==> config.mk <==
export PLATFORM = sky130hd
export DESIGN_NAME = mem_arb2
export DESIGN_NICKNAME = d
export VERILOG_FILES = /design/src/rtl/mem_arb_pkg.sv /design/src/rtl/mem_arb_pick.sv /design/src/rtl/mem_arb2.sv
export SDC_FILE = /design/constraint.sdc
export NUM_CORES = 1
export LEC_CHECK = 0
export ABC_AREA = 1
export BUFFER_PORTS_ARGS = -buffer_cell sky130_fd_sc_hd__buf_2
export CAP_MARGIN = 0
export CORE_UTILIZATION = 45
export CTS_CLUSTER_SIZE = 8
export DETAILED_ROUTE_END_ITERATION = 10
export PLACE_DENSITY = 0.75
export SYNTH_ARGS = -nofsm -noshare
export SYNTH_HDL_FRONTEND = slang
export SYNTH_SLANG_ARGS = --single-unit
==> constraint.sdc <==
create_clock -name clk -period 1.9 [get_ports clk]
set_clock_uncertainty 0.1 [all_clocks]
set_input_delay 0.19 -clock clk [delete_from_list [all_inputs] [get_ports clk]]
set_output_delay 0.19 -clock clk [all_outputs]
set_load 0.1 [all_outputs]
==> src/rtl/mem_arb_pkg.sv <==
// Shared types and constants for the two-port system-memory arbiter.
// Holds the FSM state enum, port indices and the system memory geometry.
package mem_arb_pkg;

    typedef enum logic [1:0] {
        IDLE   = 2'd0,
        ACCESS = 2'd1,
        DONE   = 2'd2
    } state_t;

    localparam int P0     = 0;
    localparam int P1     = 1;
    localparam int MEM_AW = 8;
    localparam int MEM_DW = 8;
    localparam int HOLD_W = 4;

    function automatic logic [1:0] onehot(input int p);
        return (p == P1) ? 2'b10 : 2'b01;
    endfunction

endpackage

==> src/rtl/mem_arb_pick.sv <==
// Combinational winner select for mem_arb2, one-hot result.
// MEM_ARB_RR_EN selects round-robin; otherwise port 0 has fixed priority.
module mem_arb_pick
    import mem_arb_pkg::*;
(
`ifdef MEM_ARB_RR_EN
    input  logic       i_rr_last,
`endif
    input  logic [1:0] i_req,
    output logic [1:0] o_gnt
);

    always_comb begin
        o_gnt = 2'b00;
        if (i_req[P0] && i_req[P1]) begin
`ifdef MEM_ARB_RR_EN
            // the port that was not served last wins the tie
            o_gnt = i_rr_last ? onehot(P0) : onehot(P1);
`else
            o_gnt = onehot(P0);
`endif
        end else if (i_req[P0]) begin
            o_gnt = onehot(P0);
        end else if (i_req[P1]) begin
            o_gnt = onehot(P1);
        end
    end

endmodule

==> src/rtl/mem_arb2.sv <==
// Two-requester arbiter for the single-port system memory (IDLE/ACCESS/DONE FSM).
// Define MEM_ARB_RR_EN for round-robin contention; default is fixed priority to port 0.
module mem_arb2
    import mem_arb_pkg::*;
#(
    parameter int AW       = MEM_AW,
    parameter int DW       = MEM_DW,
    parameter int HOLD_MAX = 4
) (
    input  logic          clk,
    input  logic          rst,
    input  logic          req0,
    input  logic          req1,
    input  logic          lock0,
    input  logic          lock1,
    input  logic          we0,
    input  logic          we1,
    input  logic [AW-1:0] addr0,
    input  logic [AW-1:0] addr1,
    input  logic [DW-1:0] wdata0,
    input  logic [DW-1:0] wdata1,
    output logic          rdy0,
    output logic          rdy1,
    output logic [DW-1:0] rdata0,
    output logic [DW-1:0] rdata1,
    output logic [1:0]    gnt,
    output logic [AW-1:0] mem_addr,
    output logic          mem_we,
    output logic [DW-1:0] mem_wdata,
    input  logic [DW-1:0] mem_rdata
);

    localparam logic [HOLD_W-1:0] HOLD_LIM = HOLD_W'(HOLD_MAX);
    localparam logic [HOLD_W-1:0] HOLD_SAT = '1;

    state_t            r_state;
    logic [HOLD_W-1:0] r_hold_cnt;
`ifdef MEM_ARB_RR_EN
    logic              r_rr_last;
`endif

    logic [1:0]    w_req;
    logic [1:0]    w_pick;
    logic          w_sel1;
    logic [AW-1:0] w_addr;
    logic          w_we;
    logic [DW-1:0] w_wdata;
    logic          w_own_req;
    logic          w_own_lock;
    logic          w_regrant;

    assign w_req = {req1, req0};

    mem_arb_pick u_pick (
`ifdef MEM_ARB_RR_EN
        .i_rr_last (r_rr_last),
`endif
        .i_req     (w_req),
        .o_gnt     (w_pick)
    );

    // In IDLE the new winner's inputs are loaded; in DONE the current owner's (burst re-grant).
    assign w_sel1     = (r_state == IDLE) ? w_pick[P1] : gnt[P1];
    assign w_addr     = w_sel1 ? addr1  : addr0;
    assign w_we       = w_sel1 ? we1    : we0;
    assign w_wdata    = w_sel1 ? wdata1 : wdata0;
    assign w_own_req  = gnt[P1] ? req1  : req0;
    assign w_own_lock = gnt[P1] ? lock1 : lock0;
    assign w_regrant  = w_own_req && w_own_lock && (r_hold_cnt < HOLD_LIM);

    always_ff @(posedge clk or posedge rst) begin
        if (rst) begin
            r_state    <= IDLE;
            r_hold_cnt <= '0;
`ifdef MEM_ARB_RR_EN
            r_rr_last  <= 1'b1;
`endif
            rdy0       <= 1'b0;
            rdy1       <= 1'b0;
            rdata0     <= '0;
            rdata1     <= '0;
            gnt        <= 2'b00;
            mem_addr   <= '0;
            mem_we     <= 1'b0;
            mem_wdata  <= '0;
        end else begin
            rdy0 <= 1'b0;
            rdy1 <= 1'b0;
            case (r_state)
                IDLE: begin
                    if (|w_req) begin
                        mem_addr  <= w_addr;
                        mem_we    <= w_we;
                        mem_wdata <= w_wdata;
                        gnt       <= w_pick;
`ifdef MEM_ARB_RR_EN
                        r_rr_last <= w_pick[P1];
`endif
                        r_state   <= ACCESS;
                    end
                end
                ACCESS: begin
                    mem_we <= 1'b0;
                    if (gnt[P1]) begin
                        rdy1 <= 1'b1;
                        if (!mem_we) rdata1 <= mem_rdata;
                    end else begin
                        rdy0 <= 1'b1;
                        if (!mem_we) rdata0 <= mem_rdata;
                    end
                    r_state <= DONE;
                end
                DONE: begin
                    if (w_regrant) begin
                        mem_addr  <= w_addr;
                        mem_we    <= w_we;
                        mem_wdata <= w_wdata;
                        if (r_hold_cnt != HOLD_SAT) r_hold_cnt <= r_hold_cnt + 1'b1;
                        r_state   <= ACCESS;
                    end else begin
                        gnt        <= 2'b00;
                        r_hold_cnt <= '0;
                        r_state    <= IDLE;
                    end
                end
                default: r_state <= IDLE;
            endcase
        end
    end

endmodule
==> results.yml, run 1 <==
worst_setup_path:
  startpoint_type: "flip-flop"
  path_max_fanout: 18
  r2r_cells: 8
  end_kind: "flip-flop"
  cp.arrival_ns: 1.76
  criticalPathCategory: "flip-flop to flip-flop"
  reg2reg_from: "r_state[0]"
  cpMostUsedCell: "nand2_1"
  setup.worst_path.start: "r_state[0]"
  crit_chain: "inv_2, nand2_1, nand2_2, nand2_4, nand2_1, nand2_1, nand2_1, nand2_1"
  crit_required_ns: 1.99
  slowest_stage: "dfrtp_1"
  cpPeakStageDelay_ns: 0.47
clocking:
  cts_inserted_buffers: 5
  clk_pin_slew_worst_paths_ns: 0.08
  cts_setup_buffers: 0
  insertion_delay_ns: 0.30
  clock_path_buffers: 2
  cts-hold-fix-buffers: 1
  cts_tree: "built"
  clockRootBuffer: "clkbuf_8"
  cts_resized: 0
  h-tree-depth: 2
  cts_sinks: 43
route:
  drc: 0
  wl_um: 4509
  antenna_left: 0
  first_pass_iters: 4
  vias: 1888
  wl_per_cell_um: 11.65
  drtIter0Drc: 79
  via_per_inst: 4.879
logic_synthesis:
  synth_seq_cells: 43
  synth_top_family_by_area: "simple AND/OR/NAND/NOR gates"
  yosys.area_share.simple_pct: 32.47
  ys.flop_type: "dfrtp_1"
  async_reset_ff_share_pct: 100.0
  ys_warn_count: 0
  synthAdderAreaFrac_pct: 0.6035
  synth_edf_count: 0
  synth_compound_area_share_pct: 8.449
  ys_top_cells_by_count: "93 x nand2_1, 43 x dfrtp_1, 40 x nand3_1"
  avgSynthCellArea_um2: 8.428
  synth_area_leader_cell: "dfrtp_1"
  synth_most_common_cell: "nand2_1"
  yosysSeqAreaShare_pct: 51.90
  syn_nets: 295
  syn_area_um2: 2073
  synth_cell_types: 20
  synth_top_area_share_pct: 51.90
  postSynthCellCount: 246
  synth_area_leaders: "dfrtp_1 52%, nand2_1 17%, nand3_1 9.7%, o21ai_2 6.8%, inv_1 2.7%"
  synth_xor_area_share_pct: 0
  synth.area.mux_share_pct: 0
die:
  io-pin-count: 85
  core_um2: 4384
  start_util_pct: 47.29
  die_h_um: 69.88
  fp.dieW_um: 69.88
  rows: 24
  dieArea_um2: 4883
sta:
  worst_pin_slew_ns: 0.5294
  setup_tns_ns: 0
  fin_crit_ns: 1.667
  drv_slew: 0
  fmax_ghz: 0.5998
  slew_headroom_pct: 64.65
  finalHoldViolCount: 0
  final-setup-viol-count: 0
  min_period_over_period_pct: 87.75
  rsz0062_at_grt: "no"
global_routing:
  grt-ovfl-total: 0
  grt_pass1_vias: 1798
  antenna_found_initial: 0
  grt_max_degree: 27
  grt_pass1_wl_um: 7907
  track_usage_pct: 20.08
place:
  portBuffers: 84
  gp_congestion: 0.7787
  dpl.hpwl_um: 3439
final_layout:
  nets: 383
  antenna_cells: 0
  syn_to_final_growth_pct: 27.10
  layout-drive-gt1-share_pct: 39.40
min_path:
  hp-start: "req1"
  hp-class: "input pin to flip-flop"
  whs_path_depth: 3
run_status:
  status: "complete, no violations"
job:
  maxCapViolations: 0
## metrics by stage
step / hold slack (ns) / area (um2) / cells / setup WS [ns] / utilization [%]
after floorplan: 0.2319 / 2074 / 246 / 0.1434 / -
after global placement: 0.1575 / 2532 / 378 / 0.3101 / 57.76
after detailed placement: 0.1588 / 2532 / 378 / 0.2427 / 57.76
after CTS: 0.05974 / 2635 / 387 / 0.2269 / 60.10
after global routing: 0.06647 / 2635 / 387 / 0.04752 / 60.10
final: 0.06692 / 2635 / 387 / 0.2328 / 60.10
## kinds of logic after synthesis
logic type / after synthesis
AO/OA/AOI/OAI: 23
adder cells (fa/ha/maj): 1
buffers and inverters: 28
flip-flops: 43
AND/OR/NAND/NOR: 151
## cell type report
cell class / instances / area, um2
fill: 393 / 1749
sequential: 43 / 1077
multi-input combinational: 175 / 860.8
timing repair buffer: 90 / 467.9
inverter: 19 / 71.32
clock buffer: 5 / 68.82
tap: 52 / 65.06
clock inverter: 3 / 23.77
## cell usage in the layout (no fill, tap or decap), drive strengths merged
cell	n
a21oi	1
buf	89
clkbuf	5
clkinvlp	2
dfrtp	43
dlygate4sd3	1
ha	1
inv	20
nand2	100
nand3	41
nor2	10
o21ai	22
## critical path: cells and delay by family (launching register included)
family | cells | cell delay, ns
buf+inv | 1 | 0.13
flops | 1 | 0.47
simple gates | 7 | 0.85
## worst paths after layout
kind | to | slack, ns
worst max-delay path | mem_wdata[4] | 0.23
max in group asynchronous | mem_addr[0] | 0.79
min in group asynchronous | rdata1[6] | 0.36
worst min-delay path | gnt[1] | 0.07
worst min register to register | rdata0[2] | 0.38
worst max register to register | mem_wdata[4] | 0.23
## flip-flops by register name, indices dropped and copies added (netlist names)
signal      flops
rdata0          8
r_hold_cnt      4
mem_we          1
mem_addr        8
r_state         2
rdy1            1
gnt             2
rdata1          8
mem_wdata       8
rdy0            1
## routing by layer
layer	part of all wire (%)	vias to the layer above	global-route usage, %
li1	-	958	-
met1	43	858	24.52
met2	51	67	35.58
met3	5.0	5	4.185
met4	1.1	0	6.000
met5	0	-	0
Power of run 1 is not shown: default switching activity piles up to over one toggle a cycle in this logic, so the estimate is an artifact.
==> run 2: changes to the inputs <==
--- a/config.mk
+++ b/config.mk
@@ -11,6 +11,7 @@
 export CORE_UTILIZATION = 45
 export CTS_CLUSTER_SIZE = 8
 export DETAILED_ROUTE_END_ITERATION = 10
+export MAX_ROUTING_LAYER = met4
 export PLACE_DENSITY = 0.75
 export SYNTH_ARGS = -nofsm -noshare
 export SYNTH_HDL_FRONTEND = slang
==> run 2 against run 1 <==
Effect of this change: non-clock buffer count is the same; first-iteration DRC count is the same; final cell count unchanged; wire length is 0.33% higher.
==> results.yml, run 2 (synthesis gave the netlist of run 1 again) <==
run_status:
  status: "complete, no violations"
die:
  start_util_pct: 47.29
  fp.dieW_um: 69.88
  core_um2: 4384
  dieArea_um2: 4883
  io-pin-count: 85
  rows: 24
  die_h_um: 69.88
route:
  wl_per_cell_um: 11.69
  drc: 0
  drtIter0Drc: 79
  wl_um: 4524
  vias: 1898
  via_per_inst: 4.904
  antenna_left: 0
  first_pass_iters: 5
sta:
  worst_pin_slew_ns: 0.5292
  final-setup-viol-count: 0
  min_period_over_period_pct: 88.02
  setup_tns_ns: 0
  slew_headroom_pct: 64.67
  rsz0062_at_grt: "no"
  fin_crit_ns: 1.672
  drv_slew: 0
  fmax_ghz: 0.5980
  finalHoldViolCount: 0
global_routing:
  grt_pass1_vias: 1798
  grt-ovfl-total: 0
  antenna_found_initial: 0
  grt_pass1_wl_um: 7907
  grt_max_degree: 27
  track_usage_pct: 20.66
worst_setup_path:
  cp.arrival_ns: 1.76
  slowest_stage: "dfrtp_1"
  ff2ff_setup_slack_ns: 0.23
  end_kind: "flip-flop"
  crit_required_ns: 1.99
  path_max_fanout: 18
  startpoint_type: "flip-flop"
  r2r-end: "mem_wdata[4]"
  cpMostUsedCell: "nand2_1"
  r2r_cells: 8
  reg2reg_from: "r_state[0]"
  criticalPathCategory: "flip-flop to flip-flop"
  cpPeakStageDelay_ns: 0.47
  crit_chain: "inv_2, nand2_1, nand2_2, nand2_4, nand2_1, nand2_1, nand2_1, nand2_1"
job:
  maxCapViolations: 0
clocking:
  clk_pin_slew_worst_paths_ns: 0.08
  clockRootBuffer: "clkbuf_8"
  cts_tree: "built"
  cts_inserted_buffers: 5
  cts_resized: 0
  insertion_delay_ns: 0.30
  clock_path_buffers: 2
  cts_sinks: 43
  h-tree-depth: 2
min_path:
  hold_end: "gnt[1]"
  whs_path_depth: 3
  hp-class: "input pin to flip-flop"
  hp-start: "req1"
final_layout:
  nets: 383
  fillers: 393
  stdcell_count: 387
  layout-drive-gt1-share_pct: 39.40
  final_cell_mix: "93 x nand2_1, 84 x buf_2, 42 x dfrtp_1"
  finish.utilization_pct: 60.10
  mostFrequentLayoutCell: "nand2_1"
  antenna_cells: 0
  syn_to_final_growth_pct: 27.10
place:
  dpl.cell_count: 378
  dpl.hpwl_um: 3439
  gp_congestion: 0.7893
  portBuffers: 84
## run 2: how the worst max path moves through the flow
stage                          start            to  slack [ns]  depth (start not counted)
final                     r_state[0]  mem_wdata[4]        0.23                          8
after global routing      r_state[0]  mem_wdata[4]        0.05                          8
after CTS                 r_state[0]  mem_wdata[4]        0.23                          8
after detailed placement  r_state[0]  mem_wdata[4]        0.24                          8
after global placement    r_state[0]   mem_addr[0]        0.31                          8
after floorplan               mem_we     rdata0[0]        0.14                          5
## run 2: routing by layer
layer / GRT usage, % / share of wire [%] / up-vias / wire [um]
met5: - / 0 / - / 0
met4: 6.000 / 1.1 / 0 / 51
met3: 4.040 / 5.5 / 5 / 247
met2: 35.58 / 51 / 72 / 2293
met1: 24.62 / 43 / 863 / 1931
li1: - / - / 958 / -
## run 2: critical path: cells and delay by family (launching register included)
family                 cells  cell delay, ns
buffers and inverters      1            0.13
DFF                        1            0.47
and+or+nand+nor            7            0.86
## run 2: through the flow
step | instance area [um2] | hold WS (ns) | worst slack (ns)
after floorplan | 2074 | 0.2319 | 0.1434
after global placement | 2532 | 0.1575 | 0.3101
after CTS | 2635 | 0.05974 | 0.2269
after detailed placement | 2532 | 0.1588 | 0.2427
final | 2635 | 0.06653 | 0.2276
after global routing | 2635 | 0.06647 | 0.04752
## run 2: final cells by class
class	instances	area (um2)	area share (%)
sequential	43	1077	40.88
multi-input combinational	175	860.8	32.67
clock buffer	5	68.82	2.612
tap	52	65.06	2.469
clock inverter	3	23.77	0.9022
timing repair buffer	90	467.9	17.76
inverter	19	71.32	2.707
## run 2: repair_timing
action                                 in CTS  in global routing
buffers inserted                            0                  0
endpoints found under the hold margin      24                  0
hold buffers                                1                  0
Power of run 2 is left out for the same reason.
==> run 3: changes to the inputs <==
==> constraint.sdc (replaced) <==
create_clock -name clk -period 2.1 [get_ports clk]
set_clock_uncertainty 0.1 [all_clocks]
set_input_delay 0.21 -clock clk [delete_from_list [all_inputs] [get_ports clk]]
set_output_delay 0.21 -clock clk [all_outputs]
set_load 0.1 [all_outputs]
==> run 3 against run 2 <==
Effect of this change: utilization is 0.37 points lower; sequential share of layout area is 0.21 points higher; critical path depth stayed put; critical endpoint is now mem_addr[0]; highest routed layer unchanged.
==> results.yml, run 3 (synthesis gave the netlist of run 1 again) <==
run_status:
  status: "complete, no violations"
sta:
  fin_ws_ns: 0.4435
  slew_headroom_pct: 67.06
  worst_pin_slew_ns: 0.4975
  fmax_ghz: 0.6037
  fin_crit_ns: 1.656
  rsz0062_at_grt: "no"
  min_period_over_period_pct: 78.88
  setup_tns_ns: 0
  final-setup-viol-count: 0
  drv_slew: 0
  finalHoldViolCount: 0
worst_setup_path:
  cp.arrival_ns: 1.74
  crit_required_ns: 2.18
  startpoint_type: "flip-flop"
  path_max_fanout: 18
  end_kind: "flip-flop"
  criticalPathCategory: "flip-flop to flip-flop"
place:
  dpl_worst_slack_ns: 0.4662
  portBuffers: 84
  dpl.hpwl_um: 3387
  gp_congestion: 0.8175
route:
  drtIter0Drc: 150
  wl_um: 4488
  drc: 0
  first_pass_iters: 5
  via_per_inst: 4.844
  vias: 1865
  wl_per_cell_um: 11.66
  antenna_left: 0
final_layout:
  finish.utilization_pct: 59.73
  layout-drive-gt1-share_pct: 38.74
  syn_to_final_growth_pct: 26.31
  antenna_cells: 0
  fillers: 405
  nets: 381
  mostFrequentLayoutCell: "nand2_1"
  final_cell_mix: "93 x nand2_1, 84 x buf_2, 43 x dfrtp_1"
global_routing:
  grt_pass1_wl_um: 7914
  grt-ovfl-total: 0
  busiest_layer: "met2"
  grt_max_degree: 20
  antenna_found_initial: 0
  met3_usage_pct: 4.473
  track_usage_pct: 20.65
  grtUsageMet2_pct: 34.29
  gr-usage-met1_pct: 25.71
  grt_pass1_vias: 1777
die:
  core_um2: 4384
  dieArea_um2: 4883
  io-pin-count: 85
  rows: 24
  die_h_um: 69.88
  start_util_pct: 47.29
  fp.dieW_um: 69.88
clocking:
  clockRootBuffer: "clkbuf_8"
  cts-hold-fix-buffers: 1
  cts_resized: 0
  cts_inserted_buffers: 5
  h-tree-depth: 2
  cts_setup_buffers: 0
  insertion_delay_ns: 0.30
  clk_pin_slew_worst_paths_ns: 0.10
  cts_tree: "built"
  clock_path_buffers: 2
  cts_sinks: 43
min_path:
  hp-class: "input pin to flip-flop"
job:
  maxCapViolations: 0
[run 3: path summary, 6_finish.rpt]
| path | from | endpoint | slack, ns | cells past startpoint |
|---|---|---|---|---|
| max | r_state[0] | mem_addr[0] | 0.44 | 8 |
| min | mem_rdata[3] | rdata0[3] | 0.08 | 3 |
| max reg2reg | r_state[0] | mem_addr[0] | 0.44 | 8 |
| min reg2reg | rdata1[4] | rdata1[4] | 0.38 | 2 |
| max in group asynchronous | rst | rdy0 | 1.07 | 4 |
| min in group asynchronous | rst | mem_addr[1] | 0.31 | 3 |
[run 3: routing by layer]
metal  routed length (um)  vias to the layer above
met4                   45                        0
met3                  241                        4
met2                 2183                       67
met1                 2016                      839
li1                     -                      955
met5                    0                        -
[run 3: cell type report]
type,count,area [um2],share of cell area [%]
sequential,43,1076,41.09
multi-input combinational,175,860.8,32.87
timing repair buffer,88,452.9,17.30
inverter,19,71.32,2.723
clock buffer,5,68.82,2.628
tap,52,65.06,2.484
clock inverter,3,23.77,0.9078
[run 3: critical path, stage by stage (launching register included)]
cell	delay, ns
dfrtp_1	0.47
inv_2	0.12
nand2_1	0.08
nand2_2	0.28
nand2_4	0.20
nand2_1	0.11
nand2_1	0.06
nand2_1	0.07
nand2_1	0.06
[run 3: metrics by stage]
| stage | hold WS [ns] | cells | instance area [um2] |
|---|---|---|---|
| 3_3_place_gp | 0.07040 | 376 | 2516 |
| 3_5_place_dp | 0.07214 | 376 | 2516 |
| 4_1_cts | 0.07914 | 385 | 2619 |
| 6_report | 0.08015 | 385 | 2619 |
| 2_1_floorplan | 0.2555 | 246 | 2073 |
| 5_1_grt | 0.09116 | 385 | 2619 |
Power of run 3 is left out for the same reason.
